[config.mk]
export PLATFORM = sky130hd
export DESIGN_NAME = regfile_write_arbiter_flat
export DESIGN_NICKNAME = d
export VERILOG_FILES = /design/src/rtl/regfile_write_arbiter_if.sv /design/src/rtl/regfile_write_arbiter.sv /design/src/flat_wrapper.sv
export SDC_FILE = /design/constraint.sdc
export NUM_CORES = 1
export LEC_CHECK = 0
export BUFFER_PORTS_ARGS = -buffer_cell sky130_fd_sc_hd__buf_2
export CAP_MARGIN = 20
export CORE_ASPECT_RATIO = 1.25
export CORE_MARGIN = 1.5
export CORE_UTILIZATION = 42
export CTS_CLUSTER_DIAMETER = 150
export DETAILED_ROUTE_END_ITERATION = 8
export GPL_ROUTABILITY_DRIVEN = 0
export HOLD_SLACK_MARGIN = 0.12
export PLACE_DENSITY = 0.81
export SLEW_MARGIN = 10
export SYNTH_ARGS = -nofsm -noshare
export SYNTH_HDL_FRONTEND = slang
export SYNTH_SLANG_ARGS = --single-unit
[constraint.sdc]
create_clock -name clk -period 1.6 [get_ports clk]
set_input_delay 0.16 -clock clk [delete_from_list [all_inputs] [get_ports clk]]
set_output_delay 0.16 -clock clk [all_outputs]
set_load 0.005 [all_outputs]
[src/rtl/regfile_write_arbiter_if.sv]
// Writeback-side bundle of the register-file write arbiter: two requester ports,
// decode read addresses, the single WE3/A3/WD3 write port and the hazard flag (+PC redirect with REGARB_PC_REDIRECT_EN).
interface regfile_write_arbiter_if #(
   parameter int DATA_W = 32,
   parameter int ADDR_W = 4
);
   logic              req0_valid;
   logic              req0_ready;
   logic [ADDR_W-1:0] req0_addr;
   logic [DATA_W-1:0] req0_data;
   logic              req1_valid;
   logic              req1_ready;
   logic [ADDR_W-1:0] req1_addr;
   logic [DATA_W-1:0] req1_data;
   logic [ADDR_W-1:0] A1;
   logic [ADDR_W-1:0] A2;
   logic              WE3;
   logic [ADDR_W-1:0] A3;
   logic [DATA_W-1:0] WD3;
   logic              raw_hazard;
`ifdef REGARB_PC_REDIRECT_EN
   logic              pc_redirect;
   logic [DATA_W-1:0] pc_target;

   modport slave (
      input  req0_valid, req0_addr, req0_data,
      input  req1_valid, req1_addr, req1_data,
      input  A1, A2,
      output req0_ready, req1_ready,
      output WE3, A3, WD3, raw_hazard,
      output pc_redirect, pc_target
   );
   modport master (
      output req0_valid, req0_addr, req0_data,
      output req1_valid, req1_addr, req1_data,
      output A1, A2,
      input  req0_ready, req1_ready,
      input  WE3, A3, WD3, raw_hazard,
      input  pc_redirect, pc_target
   );
`else
   modport slave (
      input  req0_valid, req0_addr, req0_data,
      input  req1_valid, req1_addr, req1_data,
      input  A1, A2,
      output req0_ready, req1_ready,
      output WE3, A3, WD3, raw_hazard
   );
   modport master (
      output req0_valid, req0_addr, req0_data,
      output req1_valid, req1_addr, req1_data,
      output A1, A2,
      input  req0_ready, req1_ready,
      input  WE3, A3, WD3, raw_hazard
   );
`endif
endinterface

[src/rtl/regfile_write_arbiter.sv]
// Purpose: round-robin share of the register-file write port between ALU (port 0) and load (port 1) writeback, plus decode RAW hazard flag.
// Latency: 1 cycle from accepted request to WE3/A3/WD3; optional REGARB_PC_REDIRECT_EN turns R15 writes into a pc_redirect pulse.
// Backpressure: output stage never stalls; the losing port sees ready=0 and holds its request (waits at most 1 cycle).
module regfile_write_arbiter #(
   parameter int DATA_W = 32,
   parameter int ADDR_W = 4
) (
   input logic                   clk,
   input logic                   rst,
   regfile_write_arbiter_if.slave bus
);
   logic              rr_ptr;
   logic              gnt0;
   logic              gnt1;
   logic              xfer;
   logic [ADDR_W-1:0] sel_addr;
   logic [DATA_W-1:0] sel_data;
   logic              we3_q;
   logic [ADDR_W-1:0] a3_q;
   logic [DATA_W-1:0] wd3_q;
   logic              hazard;

   always_comb begin
      gnt0 = 1'b0;
      gnt1 = 1'b0;
      if (!rst) begin
         if (bus.req0_valid && bus.req1_valid) begin
            gnt0 = ~rr_ptr;
            gnt1 = rr_ptr;
         end else begin
            gnt0 = bus.req0_valid;
            gnt1 = bus.req1_valid;
         end
      end
   end

   // Grants only ever go to a valid port, so either grant is a transfer.
   assign xfer     = gnt0 | gnt1;
   assign sel_addr = gnt1 ? bus.req1_addr : bus.req0_addr;
   assign sel_data = gnt1 ? bus.req1_data : bus.req0_data;

   always_comb begin
      hazard = 1'b0;
      if (!rst) begin
         hazard = (we3_q && (a3_q == bus.A1 || a3_q == bus.A2)) ||
                  (bus.req0_valid && (bus.req0_addr == bus.A1 || bus.req0_addr == bus.A2)) ||
                  (bus.req1_valid && (bus.req1_addr == bus.A1 || bus.req1_addr == bus.A2));
      end
   end

`ifdef REGARB_PC_REDIRECT_EN
   localparam logic [ADDR_W-1:0] PC_ADDR = ADDR_W'(15);
   logic              pc_redirect_q;
   logic [DATA_W-1:0] pc_target_q;
   logic              is_pc;

   assign is_pc = xfer && (sel_addr == PC_ADDR);

   always_ff @(posedge clk) begin
      if (rst) begin
         we3_q         <= 1'b0;
         a3_q          <= '0;
         wd3_q         <= '0;
         rr_ptr        <= 1'b0;
         pc_redirect_q <= 1'b0;
         pc_target_q   <= '0;
      end else begin
         we3_q         <= xfer && !is_pc;
         pc_redirect_q <= is_pc;
         if (xfer && !is_pc) begin
            a3_q  <= sel_addr;
            wd3_q <= sel_data;
         end
         if (is_pc) begin
            pc_target_q <= sel_data;
         end
         if (xfer) begin
            rr_ptr <= gnt0;
         end
      end
   end

   assign bus.pc_redirect = pc_redirect_q;
   assign bus.pc_target   = pc_target_q;
`else
   always_ff @(posedge clk) begin
      if (rst) begin
         we3_q  <= 1'b0;
         a3_q   <= '0;
         wd3_q  <= '0;
         rr_ptr <= 1'b0;
      end else begin
         we3_q <= xfer;
         if (xfer) begin
            a3_q   <= sel_addr;
            wd3_q  <= sel_data;
            // Point at the port that lost (or was idle) this time.
            rr_ptr <= gnt0;
         end
      end
   end
`endif

   assign bus.req0_ready = gnt0;
   assign bus.req1_ready = gnt1;
   assign bus.WE3        = we3_q;
   assign bus.A3         = a3_q;
   assign bus.WD3        = wd3_q;
   assign bus.raw_hazard = hazard;
endmodule
[src/flat_wrapper.sv]
// flat-port wrapper written by rule: the top's interface ports become plain ports
module regfile_write_arbiter_flat 
#(
   parameter int DATA_W = 32,
   parameter int ADDR_W = 4
)
  (clk, rst, bus_req0_valid, bus_req0_addr, bus_req0_data, bus_req1_valid, bus_req1_addr, bus_req1_data, bus_A1, bus_A2, bus_req0_ready, bus_req1_ready, bus_WE3, bus_A3, bus_WD3, bus_raw_hazard);
  regfile_write_arbiter_if #(.DATA_W(DATA_W), .ADDR_W(ADDR_W)) bus_i ();
  input logic clk;
  input logic rst;
  input wire logic [$bits(bus_i.req0_valid)-1:0] bus_req0_valid;
  input wire logic [$bits(bus_i.req0_addr)-1:0] bus_req0_addr;
  input wire logic [$bits(bus_i.req0_data)-1:0] bus_req0_data;
  input wire logic [$bits(bus_i.req1_valid)-1:0] bus_req1_valid;
  input wire logic [$bits(bus_i.req1_addr)-1:0] bus_req1_addr;
  input wire logic [$bits(bus_i.req1_data)-1:0] bus_req1_data;
  input wire logic [$bits(bus_i.A1)-1:0] bus_A1;
  input wire logic [$bits(bus_i.A2)-1:0] bus_A2;
  output wire logic [$bits(bus_i.req0_ready)-1:0] bus_req0_ready;
  output wire logic [$bits(bus_i.req1_ready)-1:0] bus_req1_ready;
  output wire logic [$bits(bus_i.WE3)-1:0] bus_WE3;
  output wire logic [$bits(bus_i.A3)-1:0] bus_A3;
  output wire logic [$bits(bus_i.WD3)-1:0] bus_WD3;
  output wire logic [$bits(bus_i.raw_hazard)-1:0] bus_raw_hazard;
  assign bus_i.req0_valid = bus_req0_valid;
  assign bus_i.req0_addr = bus_req0_addr;
  assign bus_i.req0_data = bus_req0_data;
  assign bus_i.req1_valid = bus_req1_valid;
  assign bus_i.req1_addr = bus_req1_addr;
  assign bus_i.req1_data = bus_req1_data;
  assign bus_i.A1 = bus_A1;
  assign bus_i.A2 = bus_A2;
  assign bus_req0_ready = bus_i.req0_ready;
  assign bus_req1_ready = bus_i.req1_ready;
  assign bus_WE3 = bus_i.WE3;
  assign bus_A3 = bus_i.A3;
  assign bus_WD3 = bus_i.WD3;
  assign bus_raw_hazard = bus_i.raw_hazard;
  regfile_write_arbiter #(.DATA_W(DATA_W), .ADDR_W(ADDR_W)) u_core (.clk(clk), .rst(rst), .bus(bus_i));
endmodule
[Word-level counts from Yosys, hierarchy flattened]
Index checks and enable logic that the tools add are counted.
Cells by class
  add/sub/neg operators: 0
  $mul: 0
  divide/modulo/power cells: 0
  magnitude comparators: 0
  eq/ne operators: 6
  shift operators: 0
  mux-type cells: 7
  bitwise operators: 2
  reductions and logical operators: 9
Operators with widths (count)
  $mux 32: 1
  $eq 4x4->1: 6
  $logic_or 1x1->1: 5
  $mux 1: 5
  $logic_and 1x1->1: 4
  $mux 4: 1
  $not 1->1: 1
  $or 1x1->1: 1
Word-level totals
  bits in registers: 38
  latch bits: 0
  RAM bits: 0
  memory bits (read-only): 0
  output and inout bits: 40
  logic and storage cells: 28
  memories: 0

[Logic depth before layout (Yosys ltp)]
Gate-level depths: netlist of run 1.
  depth after elaboration: 6
  mapped depth: 6
  gate-level depth less buffers: 4

[Least setup slack after synthesis of run 1]
No wires, ideal clock.
  path kind: register to register
  start point: register u_core.rr_ptr
  end point: register u_core.a3_q[0] (netlist: u_core.bus.A3[0])
  library setup time: 0.137 ns
  arrival time: 1.096 ns
  data required time: 1.463 ns
  setup slack: 0.367 ns
  cell stages (with the launch flop): 7
  clock period less this slack: 1.233 ns
  cells stage by stage: dfxtp_1 -> nand2b_1 -> nand3b_1 -> buf_6 -> buf_12 -> mux2i_1 -> a211oi_1
Between the ends
  word-level cells in the longest chain between the ends: 4
  elaborated cells between the ends (all ways): 7
  classes of those cells: 5 x mux; 2 x bitwise
RTL lines
  start: declaration: line regfile_write_arbiter.sv:12  | logic rr_ptr;
  start signal: assignment: line regfile_write_arbiter.sv:98  | rr_ptr <= gnt0;
  $not 1->1: line regfile_write_arbiter.sv:28  | gnt0 = ~rr_ptr;
  $mux 1: line regfile_write_arbiter.sv:27  | if (bus.req0_valid && bus.req1_valid) begin
  $mux 1: line regfile_write_arbiter.sv:26  | if (!rst) begin
  $or 1x1->1: line regfile_write_arbiter.sv:38  | assign xfer = gnt0 | gnt1;
  end signal: assignment: line regfile_write_arbiter.sv:95  | a3_q <= sel_addr;
  end: declaration: line regfile_write_arbiter.sv:19  | logic [ADDR_W-1:0] a3_q;
Parallel ways exist; a longest one is shown, timed or not.
A chain may end at the register's enable or synchronous reset.

[Final worst setup path of run 1]
  start point: register u_core.a3_q[2] (netlist: u_core.bus.A3[2])
  end point: output bus_raw_hazard
Between the ends
  word-level cells in the longest chain between the ends: 6
  elaborated cells between the ends (all ways): 7
  classes of those cells: 2 x eq/ne; 1 x mux; 4 x reduce/logical
RTL lines
  $eq 4x4->1: line regfile_write_arbiter.sv:45  | hazard = (we3_q && (a3_q == bus.A1 || a3_q == bus.A2)) ||
  $logic_or 1x1->1 *: line regfile_write_arbiter.sv:45
  $logic_and 1x1->1 *: line regfile_write_arbiter.sv:45
  $logic_or 1x1->1 *: line regfile_write_arbiter.sv:45
  $logic_or 1x1->1 *: line regfile_write_arbiter.sv:46  | (bus.req0_valid && (bus.req0_addr == bus.A1 || bus.req0_addr == bus.A2)) ||
  $mux 1 *: line regfile_write_arbiter.sv:44  | if (!rst) begin
  end: declaration: line flat_wrapper.sv:24  | output wire logic [$bits(bus_i.raw_hazard)-1:0] bus_raw_hazard;
Every way passes the cells marked *; elsewhere a longest branch is shown, timed or not.

==> reports/results.txt, run 1 <==
Sw Share = 26.35%
Site row count = 27
Critical Path AT = 1.44 ns
Share of post-route cells with drive strength above 1 = 43.69%
Reg-to-reg setup timing slack = 0.25 ns
Crit end category = output port
RR Endpoint = u_core.bus.WD3[20]
Hold path depth = 3
Clock network power share = 28.4%
Clock slew at reported path FFs = 0.07 ns
Drt pass-1 iters = 4
Pwr dens = 812.3 mW/mm^2
Number of max-cap violations = 0
Root buffer cell = clkbuf_8
CORE AREA = 0.004459 mm^2
Final nets = 410
Reg power frac = 48.4%
Static Leakage = 1.495 nW
P&R area growth vs syn = 37.92%
Worst r2r src = u_core.rr_ptr
Worst hold start = bus_req1_data[22]
Die Span X = 64.15 um
Die Height = 79.44 um
Vias per inst = 4.919
PortBufs = 123
Hold_buf cts = 0
Endpoint, Worst Hold = u_core.bus.WD3[22]
Number of diodes = 0
#FFs+latches synth = 38
Seq/Total Area, Yosys = 38.75%
FILL cells = 426
Initial antenna violation count = 0
DRT antenna net count = 0
Most common cell after layout, fill and taps aside = buf_2
Combinational share of power = 23.2%
Total power = 2.199 mW
Max Clock Freq = 624.0 MHz
Worst EP required = 1.44 ns
Worst Hold Class = in2reg
Failing checks = negative setup slack
Status = complete, but fails checks
DP HPWL = 3685 um
DP Area = 0.002616 mm^2
CTS sink cnt = 38
CTS buffer count = 5
Setup bufs post-CTS = 0
Setup tns final = -0.002560 ns
Total number of vias = 1884
DRC violations left = 0
Io pins = 124
Final wirelength = 4743 um
H-tree Lvls = 2
Final Hold Viols = 0
Starting Density = 44.02%
Syn avg cell area = 9.623 um^2
Int Pwr = 1.620 mW
Post-Route Utilization = 60.72%
Post-route insts no fill = 383
Endpoints failing setup = 1
CTS tree = done
Wirelength per Cell = 12.38 um
Worst r2r path cells = 5
Clk buf depth = 2
Gate Count Post-Synth = 204
Setup Crit Path Kind = reg2out
Post-synth cell types = 17
Final Cell Area = 0.002708 mm^2
Slew Limit Fails = 0
Placed insts = 377
Area of the mapped netlist = 0.001963 mm^2
Worst vdd ir = 495.7 uV
GRT overflow = 0
Startpoint types = register
Worst-skew pair later-pin latency = 0.28 ns
Die ar. = 0.005096 mm^2
Syn nets = 288
Switching power = 0.5795 mW
Worst-margin pin slew = 0.2991 ns
YS warnings = 0
Largest net degree at the start of global routing = 29
Worst Skew = 0.001604 ns
GR Util All Layers = 18.29%
Vias in the first global route = 1760
Most frequent cells in the layout = 123 x buf_2, 37 x nor2_1, 36 x mux2i_1, 36 x a211oi_1, 34 x dfxtp_1
Slew HR = 80.06%
RSZ-0062 raised after global routing = true
First-pass GRT wire length = 7527 um
Fin crit period = 1.603 ns
Initial DRC count = 90
Worst-path maximum fanout = 4
Final setup margin = -0.002560 ns
Fraction of the cycle the final worst path needs = 100.2%
==> state kept, by name (all words and copies together) (netlist names) <==
| signal | count |
|---|---|
| u_core.bus.WD3 | 32 |
| u_core.bus.A3 | 4 |
| u_core.bus.WE3 | 1 |
| u_core.rr_ptr | 1 |
==> final cells by class <==
cell class | instances | area (um^2) | area share, %
repair buffers | 130 | 696.9 | 25.74
clock buffers | 6 | 82.58 | 3.050
well taps | 58 | 72.57 | 2.680
flip-flops and latches | 38 | 765.7 | 28.28
multi-input cells | 150 | 1086 | 40.11
inverters | 1 | 3.754 | 0.1386
==> power groups by stage <==
stage,clock (mW),sequential [mW],combinational [mW]
CTS,0.650,1.06,0.514
detailed placement,0,1.08,0.512
global route,0.695,1.07,0.566
finish,0.625,1.06,0.511
floorplan,0,1.09,0.266
global placement,0,1.08,0.498
==> metrics by stage <==
stage | hold WS (ns) | worst slack (ns)
6_report | 0.2130 | -0.002560
3_5_place_dp | 0.4801 | 0.2048
4_1_cts | 0.2023 | -0.001367
5_1_grt | 0.2081 | -0.1003
2_1_floorplan | 0.3322 | 0.3669
3_3_place_gp | 0.4693 | 0.2712
==> cell families (layout without fill, tap and decap cells) <==
| logic type | count (synthesis) | after routing | share of synthesized area, % |
|---|---|---|---|
| and+or+nand+nor | 48 | 48 | 10.64 |
| AOI/OAI and AO/OA | 42 | 42 | 15.36 |
| DFF | 38 | 38 | 38.75 |
| muxes | 36 | 36 | 18.36 |
| xor gates and xnor gates | 24 | 24 | 10.71 |
| buffers and inverters | 16 | 137 | 6.182 |
==> worst max-delay path by stage <==
stage	from	endpoint	slack (ns)	cells after the start
after floorplan	u_core.rr_ptr	u_core.bus.A3[0]	0.37	6
after global placement	u_core.rr_ptr	u_core.bus.WD3[9]	0.27	5
after detailed placement	u_core.rr_ptr	u_core.bus.WD3[5]	0.20	5
after CTS	u_core.bus.A3[2]	bus_raw_hazard	-0.001	5
after global routing	u_core.bus.A3[2]	bus_raw_hazard	-0.10	5
final	u_core.bus.A3[2]	bus_raw_hazard	-0.003	5
==> Yosys cell counts <==
cell type  instances  share of area [%]
nor2_1            37                7.1
buf_6              1               0.57
mux2i_1           36                 18
clkbuf_1           7                1.3
nor2_2             1               0.32
a31oi_1            1               0.32
xor2_1            24                 11
dfxtp_1           38                 39
a211oi_1          36                 14
buf_12             3                3.1
buf_2              4                1.0
o21ai_0            3               0.76
nand2b_1           3               0.96
nor4_1             6                1.9
inv_2              1               0.19
nand3b_1           1               0.38
a21oi_1            2               0.51
==> layer usage <==
layer,vias to the layer above,GRT usage [%],part of all wire [%]
met5,-,0,0
met4,0,7.234,1.3
met3,7,3.385,6.1
met2,74,35.21,53
met1,827,19.30,40
li1,976,-,-
==> critical path, stage by stage, from the launching register on <==
cell	delay (ns)
dfxtp_2	0.34
xor2_1	0.16
nor4_1	0.27
o21ai_1	0.11
a31oi_1	0.15
buf_2	0.14
==> timing repair <==
item | CTS | global route
gates resized for setup | 3 | 3
pin swaps | 2 | 2
setup endpoints to repair | 1 | 2
(Power assumes the default switching activity.)
==> run 2: changes to the inputs <==
--- a/config.mk
+++ b/config.mk
@@ -11,3 +11,4 @@
 export CORE_MARGIN = 1.5
-export CORE_UTILIZATION = 42
+export CORE_UTILIZATION = 47
+export CTS_BUF_LIST = sky130_fd_sc_hd__clkbuf_4 sky130_fd_sc_hd__clkbuf_8
 export CTS_CLUSTER_DIAMETER = 150
@@ -16,3 +17,3 @@
 export HOLD_SLACK_MARGIN = 0.12
-export PLACE_DENSITY = 0.81
+export PLACE_DENSITY = 0.89
 export SLEW_MARGIN = 10
==> constraint.sdc (replaced) <==
create_clock -name clk -period 1.93 [get_ports clk]
set_input_delay 0.193 -clock clk [delete_from_list [all_inputs] [get_ports clk]]
set_output_delay 0.193 -clock clk [all_outputs]
set_load 0.05 [all_outputs]
==> run 2 against run 1 <==
Effect of this change: the flow now finishes without violations; power down 7.3%; register-to-register slack better by 0.28 ns; via count up 1.1%; worst hold slack better by 0.038 ns; sequential power down 17%; clock power down 19%; non-clock buffer count down 2; die area down 10%; critical endpoint unchanged; largest power group unchanged.
==> reports/results.txt, run 2 (synthesized netlist as in run 1, its figures left out) <==
Status = completed
Worst path cell trace = xor2_1 > nor4_2 > o21ai_0 > a31oi_2 > buf_4
Worst-skew pair later-pin latency = 0.27 ns (about the same)
Worst r2r path cells = 5 (unchanged)
Final nets = 408 (-0.49%)
Starting Density = 48.67% (+4.6 points)
Setup bufs post-CTS = 0 (unchanged)
Site row count = 26 (-3.7%)
GR Util All Layers = 20.75% (+2.5 points)
Io pins = 124 (unchanged)
Reg power frac = 43.3% (-5.1 points)
P&R area growth vs syn = 37.35%
Share of post-route cells with drive strength above 1 = 42.72% (-0.97 points)
Wirelength per Cell = 12.90 um (+4.1%)
Final wirelength = 4888 um (+3.1%)
Sw Share = 34.11% (+7.8 points)
First-pass GRT wire length = 7079 um (-6.0%)
Crit end category = output port
Die ar. = 0.004576 mm^2 (-10%)
Startpoint types = register
Max incr delay on CP = 0.35 ns (about the same)
Die Height = 75.26 um (-5.3%)
Worst Hold Class = in2reg
Int Pwr = 1.343 mW (-17%)
CTS tree = done
RR Endpoint = u_core.bus.WD3[4]
DRT antenna net count = 0 (unchanged)
Worst Skew = 0.002119 ns (+0.0005153 ns)
Clk buf depth = 2 (unchanged)
Clock slew at reported path FFs = 0.06 ns (about the same)
Critical Path Start = u_core.bus.A3[1]
Switching power = 0.6950 mW (+20%)
Worst vdd ir = 500.5 uV (+0.97%)
Setup Crit Path Kind = reg2out
Vias in the first global route = 1761 (+0.057%)
Critical Path AT = 1.59 ns (+0.15 ns)
Reg-to-reg setup timing slack = 0.53 ns (+0.28 ns)
Initial DRC count = 59 (-34%)
CTS buffer count = 5 (unchanged)
Worst EP required = 1.74 ns (+0.30 ns)
PortBufs = 123 (unchanged)
DP Area = 0.002605 mm^2 (-0.43%)
Final Cell Area = 0.002696 mm^2 (-0.42%)
Fraction of the cycle the final worst path needs = 92.45%
Total power = 2.038 mW (-7.3%)
CP endpoint = bus_raw_hazard
Number of max-cap violations = 0 (unchanged)
Worst hold margin = 0.2510 ns (+0.03798 ns)
RSZ-0062 raised after global routing = false
Max Clock Freq = 560.5 MHz
Max reg flops = 32 (unchanged)
Worst-margin pin slew = 0.3860 ns (+0.08691 ns)
Setup tns final = 0 ns (+0.002560 ns)
Root buffer cell = clkbuf_8
H-tree Lvls = 2 (unchanged)
Final Hold Viols = 0 (unchanged)
Static Leakage = 1.481 nW (-0.92%)
Worst r2r src = u_core.rr_ptr
DP HPWL = 3895 um (+5.7%)
Worst-path maximum fanout = 4 (unchanged)
Clock network power share = 24.9% (-3.5 points)
Vias per inst = 5.026 (+2.2%)
Most frequent cells in the layout = 122 x buf_2, 38 x dfxtp_1, 37 x nor2_1, 36 x mux2i_1, 36 x a211oi_1
Slew HR = 74.21% (-5.9 points)
Die Span X = 60.81 um (-5.2%)
Fin crit period = 1.784 ns
CP max stage cell = dfxtp_1
FILL cells = 372 (-13%)
Slew Limit Fails = 0 (unchanged)
CORE AREA = 0.004034 mm^2 (-9.5%)
GRT overflow = 0 (unchanged)
Drt pass-1 iters = 5 (+1)
Total number of vias = 1905 (+1.1%)
CTS sink cnt = 38 (unchanged)
Largest net degree at the start of global routing = 37 (+28%)
Most common cell after layout, fill and taps aside = buf_2
Pwr dens = 755.7 mW/mm^2 (-7.0%)
DRC violations left = 0 (unchanged)
Combinational share of power = 31.8% (+8.6 points)
Initial antenna violation count = 0 (unchanged)
Number of diodes = 0 (unchanged)
Endpoints failing setup = 0 (-1)
## run 2: cell count changes in the layout (fill, tap and decap cells not counted), sizes merged
cell / delta
buf: -2
## run 2: critical path: cells and delay by family (launching register included)
family / cells / cell delay [ns]
buf+inv: 1 / 0.22
simple gates: 1 / 0.27
flops: 1 / 0.35
xor+xnor: 1 / 0.18
compound gates: 2 / 0.31
## run 2: layout make-up
cell class | instances | area (um^2) | share of cell area, %
tap | 56 | 70.07 | 2.599
timing repair buffer | 128 | 680.7 | 25.24
clock buffer | 6 | 82.58 | 3.063
inverter | 1 | 3.754 | 0.1392
sequential | 38 | 760.7 | 28.21
multi-input combinational | 150 | 1099 | 40.74
## run 2: repair_timing
| item | in CTS | in global routing |
|---|---|---|
| resized for setup | 0 | 3 |
| endpoints found under the setup margin | 0 | 1 |
| hold buffers | 0 | 0 |
## run 2: how the worst min path moves through the flow
stage	cells after the start	end	startpoint
after floorplan	2	u_core.rr_ptr	bus_req0_valid
after global placement	2	u_core.rr_ptr	u_core.rr_ptr
after detailed placement	2	u_core.rr_ptr	u_core.rr_ptr
after CTS	3	u_core.rr_ptr	bus_req0_valid
after global routing	3	u_core.bus.WD3[13]	bus_req1_data[13]
final	3	u_core.rr_ptr	bus_req0_valid
## run 2: stage by stage
stage	setup slack (ns)	cells	utilization (%)
detailed placement	0.3492	373	64.58
floorplan	0.02425	204	-
global placement	0.4169	373	64.58
finish	0.1458	379	66.84
CTS	0.04516	379	66.63
global route	0.005854	379	66.84
## run 2: layer usage
metal | global-route usage (%) | share of wire, % | vias to the layer above | wire [um]
met3 | 3.265 | 4.8 | 8 | 237
li1 | - | - | 971 | -
met4 | 11.11 | 2.1 | 0 | 101
met1 | 18.81 | 36 | 861 | 1769
met5 | 0 | 0 | - | 0
met2 | 41.94 | 57 | 65 | 2779
## run 2: power by group through the flow
stage	clock, mW	sequential [mW]	combinational (mW)
final	0.507	0.882	0.648
after global routing	0.564	0.890	0.693
after CTS	0.529	0.883	0.648
after detailed placement	0	0.900	0.647
after global placement	0	0.896	0.631
after floorplan	0	1.11	0.235
==> run 3: changes to the inputs <==
ABC_AREA = 1   (was unset)
CORE_UTILIZATION = 50   (was 47)
PLACE_DENSITY = 0.9   (was 0.89)
==> run 3 against run 2 <==
Effect of this change: via count is 50% higher; synthesized cell count is 110% higher; global-route usage is 4.9 points higher; clock power is 15% higher; final cell count is 60% higher; area after synthesis is 18% higher; sequential share of layout area is 3.6 points lower; design area is 15% higher; worst hold slack worse by 0.074 ns; critical path depth is 4 higher; sequential power is 1% higher; combinational power is 21% higher.
==> reports/results.txt, run 3 <==
Synth top area cells = dfxtp_1 33%, nand2_1 29%, nor2_1 13%
GRT busiest layer = met2
Endpoints failing setup = 0 (unchanged)
GRT overflow = 0 (unchanged)
Final nets = 633 (+55%)
GRT met1 Usage = 26.44% (+7.6 points)
Max reg flops = 32 (unchanged)
Io pins = 124 (unchanged)
Cell with the most instances after synthesis = nand2_1
Reg-to-reg setup timing slack = 0.62 ns (+0.09 ns)
Setup bufs post-CTS = 0 (unchanged)
CORE AREA = 0.004425 mm^2 (+9.7%)
DP Area = 0.002997 mm^2 (+15%)
DP HPWL = 4815 um (+24%)
Syn nets = 514 (+78%)
FF/Latch Area = 760.7 um^2 (unchanged)
Worst Skew = 0.007490 ns (+0.005370 ns)
Number of diodes = 0 (unchanged)
CTS tree = done
Max incr delay on CP = 0.38 ns (+0.03 ns)
Setup Crit Path Kind = reg2out
Static Leakage = 2.042 nW (+38%)
Starting Density = 52.53% (+3.9 points)
FILL cells = 431 (+16%)
Crit end category = output port
Slew HR = 73.11% (-1.1 points)
Met3 usage = 6.516% (+3.3 points)
Worst-path maximum fanout = 4 (unchanged)
Area of the mapped netlist = 0.002325 mm^2 (+18%)
Multi-input gate area = 0.001250 mm^2 (+14%)
CP endpoint = bus_raw_hazard
Synth area leader = dfxtp_1
Prevailing post-synth register cell = dfxtp_1
Top cell type's share of synthesized area = 32.72% (-6.0 points)
Seq/Total Area, Yosys = 32.72% (-6.0 points)
Die ar. = 0.005070 mm^2 (+11%)
Async set or reset register ratio after synthesis = 0% (unchanged)
Initial antenna violation count = 0 (unchanged)
Total number of vias = 2857 (+50%)
Clock slew at reported path FFs = 0.08 ns (+0.02 ns)
Setup tns final = 0 ns (unchanged)
Pwr dens = 731.1 mW/mm^2 (-3.3%)
Post-synth EDFFs = 0 (unchanged)
H-tree Lvls = 2 (unchanged)
CP max stage cell = dfxtp_1
DRT antenna net count = 0 (unchanged)
PortBufs = 123 (unchanged)
Drt pass-1 iters = 4 (-1)
Post-route insts no fill = 608 (+60%)
Max Clock Freq = 575.3 MHz (+2.7%)
Final wirelength = 6320 um (+29%)
Post-synth cell types = 16 (-1)
#FFs+latches synth = 38 (unchanged)
DRC violations left = 0 (unchanged)
CTS sink cnt = 38 (unchanged)
Site row count = 27 (+3.8%)
Startpoint types = register
Largest net degree at the start of global routing = 66 (+78%)
P&R area growth vs syn = 32.99%
Worst Hold Class = in2reg
Routing usage on met2 = 47.60% (+5.7 points)
Worst r2r src = u_core.rr_ptr
Post_cts resized = 0 (unchanged)
Worst-skew pair later-pin latency = 0.30 ns (+0.03 ns)
Initial DRC count = 155 (+160%)
Final Cell Area = 0.003092 mm^2 (+15%)
RSZ-0062 raised after global routing = false
Number of max-cap violations = 0 (unchanged)
Share of post-route cells with drive strength above 1 = 26.00% (-17 points)
Syn avg cell area = 5.406 um^2 (-44%)
RR Endpoint = u_core.bus.WD3[14]
GR Util All Layers = 25.65% (+4.9 points)
Slew Limit Fails = 0 (unchanged)
Critical Path Start = u_core.bus.A3[3]
Vias in the first global route = 2601 (+48%)
Root buffer cell = clkbuf_8
CTS buffer count = 5 (unchanged)
Worst EP required = 1.74 ns (about the same)
Worst vdd ir = 605.9 uV (+21%)
Placed insts = 600 (+61%)
Most frequent cells in the layout = 182 x nand2_1, 123 x buf_2, 79 x nor2_1, 60 x inv_1, 38 x dfxtp_1
Worst r2r path cells = 7 (+2)
Gate Count Post-Synth = 430 (+110%)
Wirelength per Cell = 10.39 um (-19%)
Hold_buf cts = 0 (unchanged)
Vias per inst = 4.699 (-6.5%)
Worst-margin pin slew = 0.4033 ns (+0.01733 ns)
Die Span X = 63.99 um (+5.2%)
Status = completed
Die Height = 79.24 um (+5.3%)
Final Hold Viols = 0 (unchanged)
Fraction of the cycle the final worst path needs = 90.06% (-2.4 points)
First-pass GRT wire length = 10410 um (+47%)
Worst path cell trace = inv_1 > nand2_1 > nand2_1 > nor2_1 > nand2_1 > nand2_1 > nand2_1 > nand3_1 > buf_2
Clk buf depth = 2 (unchanged)
Fin crit period = 1.738 ns (-0.04608 ns)
CP most frequent cell = nand2_1
YS warnings = 0 (unchanged)
Critical Path AT = 1.55 ns (-0.04 ns)
Worst hold margin = 0.1772 ns (-0.07381 ns)
Most common cell after layout, fill and taps aside = nand2_1
Commonest cells in the netlist = 182 x nand2_1, 79 x nor2_1, 60 x inv_1
[run 3: cell types whose count changed after synthesis, moves of 3 or more]
cell / delta
nand2_1: +182
inv_1: +60
nor2_1: +42
a211oi_1: -36
mux2i_1: -36
nand3_1: +33
xor2_1: -23
nor4_1: -6
o21ai_0: +5
buf_2: +4
buf_12: -3
nand2b_1: -3
[run 3: cell type report]
cell class              count  area share (%)
inverters                  62           7.527
well taps                  58           2.347
clock buffers               7           2.914
repair buffers            130           22.02
clock inverters             1          0.1619
multi-input cells         312           40.43
flip-flops and latches     38           24.61
[run 3: worst max-delay path, delay by kind of cell, from the launching register on]
kind	cells	cell delay (ns)
DFF	1	0.38
and+or+nand+nor	7	0.51
buffers and inverters	2	0.35
[run 3: per-stage QoR]
step	worst slack (ns)	util [%]	total power [mW]
2_1_floorplan	0.2453	-	1.461
4_1_cts	0.2042	69.86	2.274
3_5_place_dp	0.5283	67.71	1.695
6_report	0.1918	69.86	2.260
5_1_grt	0.06928	69.86	2.393
3_3_place_gp	0.5869	67.71	1.679
[run 3: how the worst min path moves through the flow]
stage,startpoint,endpoint,slack [ns],depth (start not counted)
after floorplan,bus_req0_valid,u_core.rr_ptr,0.36,2
after global routing,bus_req1_data[10],u_core.bus.WD3[10],0.19,5
final,bus_req1_data[5],u_core.bus.WD3[5],0.18,5
after CTS,bus_req1_data[20],u_core.bus.WD3[20],0.17,5
after global placement,bus_req1_data[16],u_core.bus.WD3[16],0.47,5
after detailed placement,bus_req1_data[5],u_core.bus.WD3[5],0.48,5
[run 3: logic make-up (layout without fill, tap and decap cells)]
| kind of cell | after synthesis | after routing | share of synthesized area, % |
|---|---|---|---|
| flops | 38 | 38 | 32.72 |
| compound gates | 13 | 13 | 2.799 |
| buf+inv | 80 | 200 | 13.67 |
| xor+xnor | 1 | 1 | 0.3768 |
| simple gates | 298 | 298 | 50.43 |
[run 3: report_power, final]
part	internal, mW	switching (mW)
clock network	0.302	0.279
registers	0.855	0.0382
logic	0.240	0.546
total	1.40	0.863
[run 3: metal layers]
metal	part of all wire, %	wire (um)	vias up
met5	0	0	-
met4	2.0	127	0
met3	6.2	391	11
met2	50	3145	94
met1	42	2655	1253
li1	-	-	1499
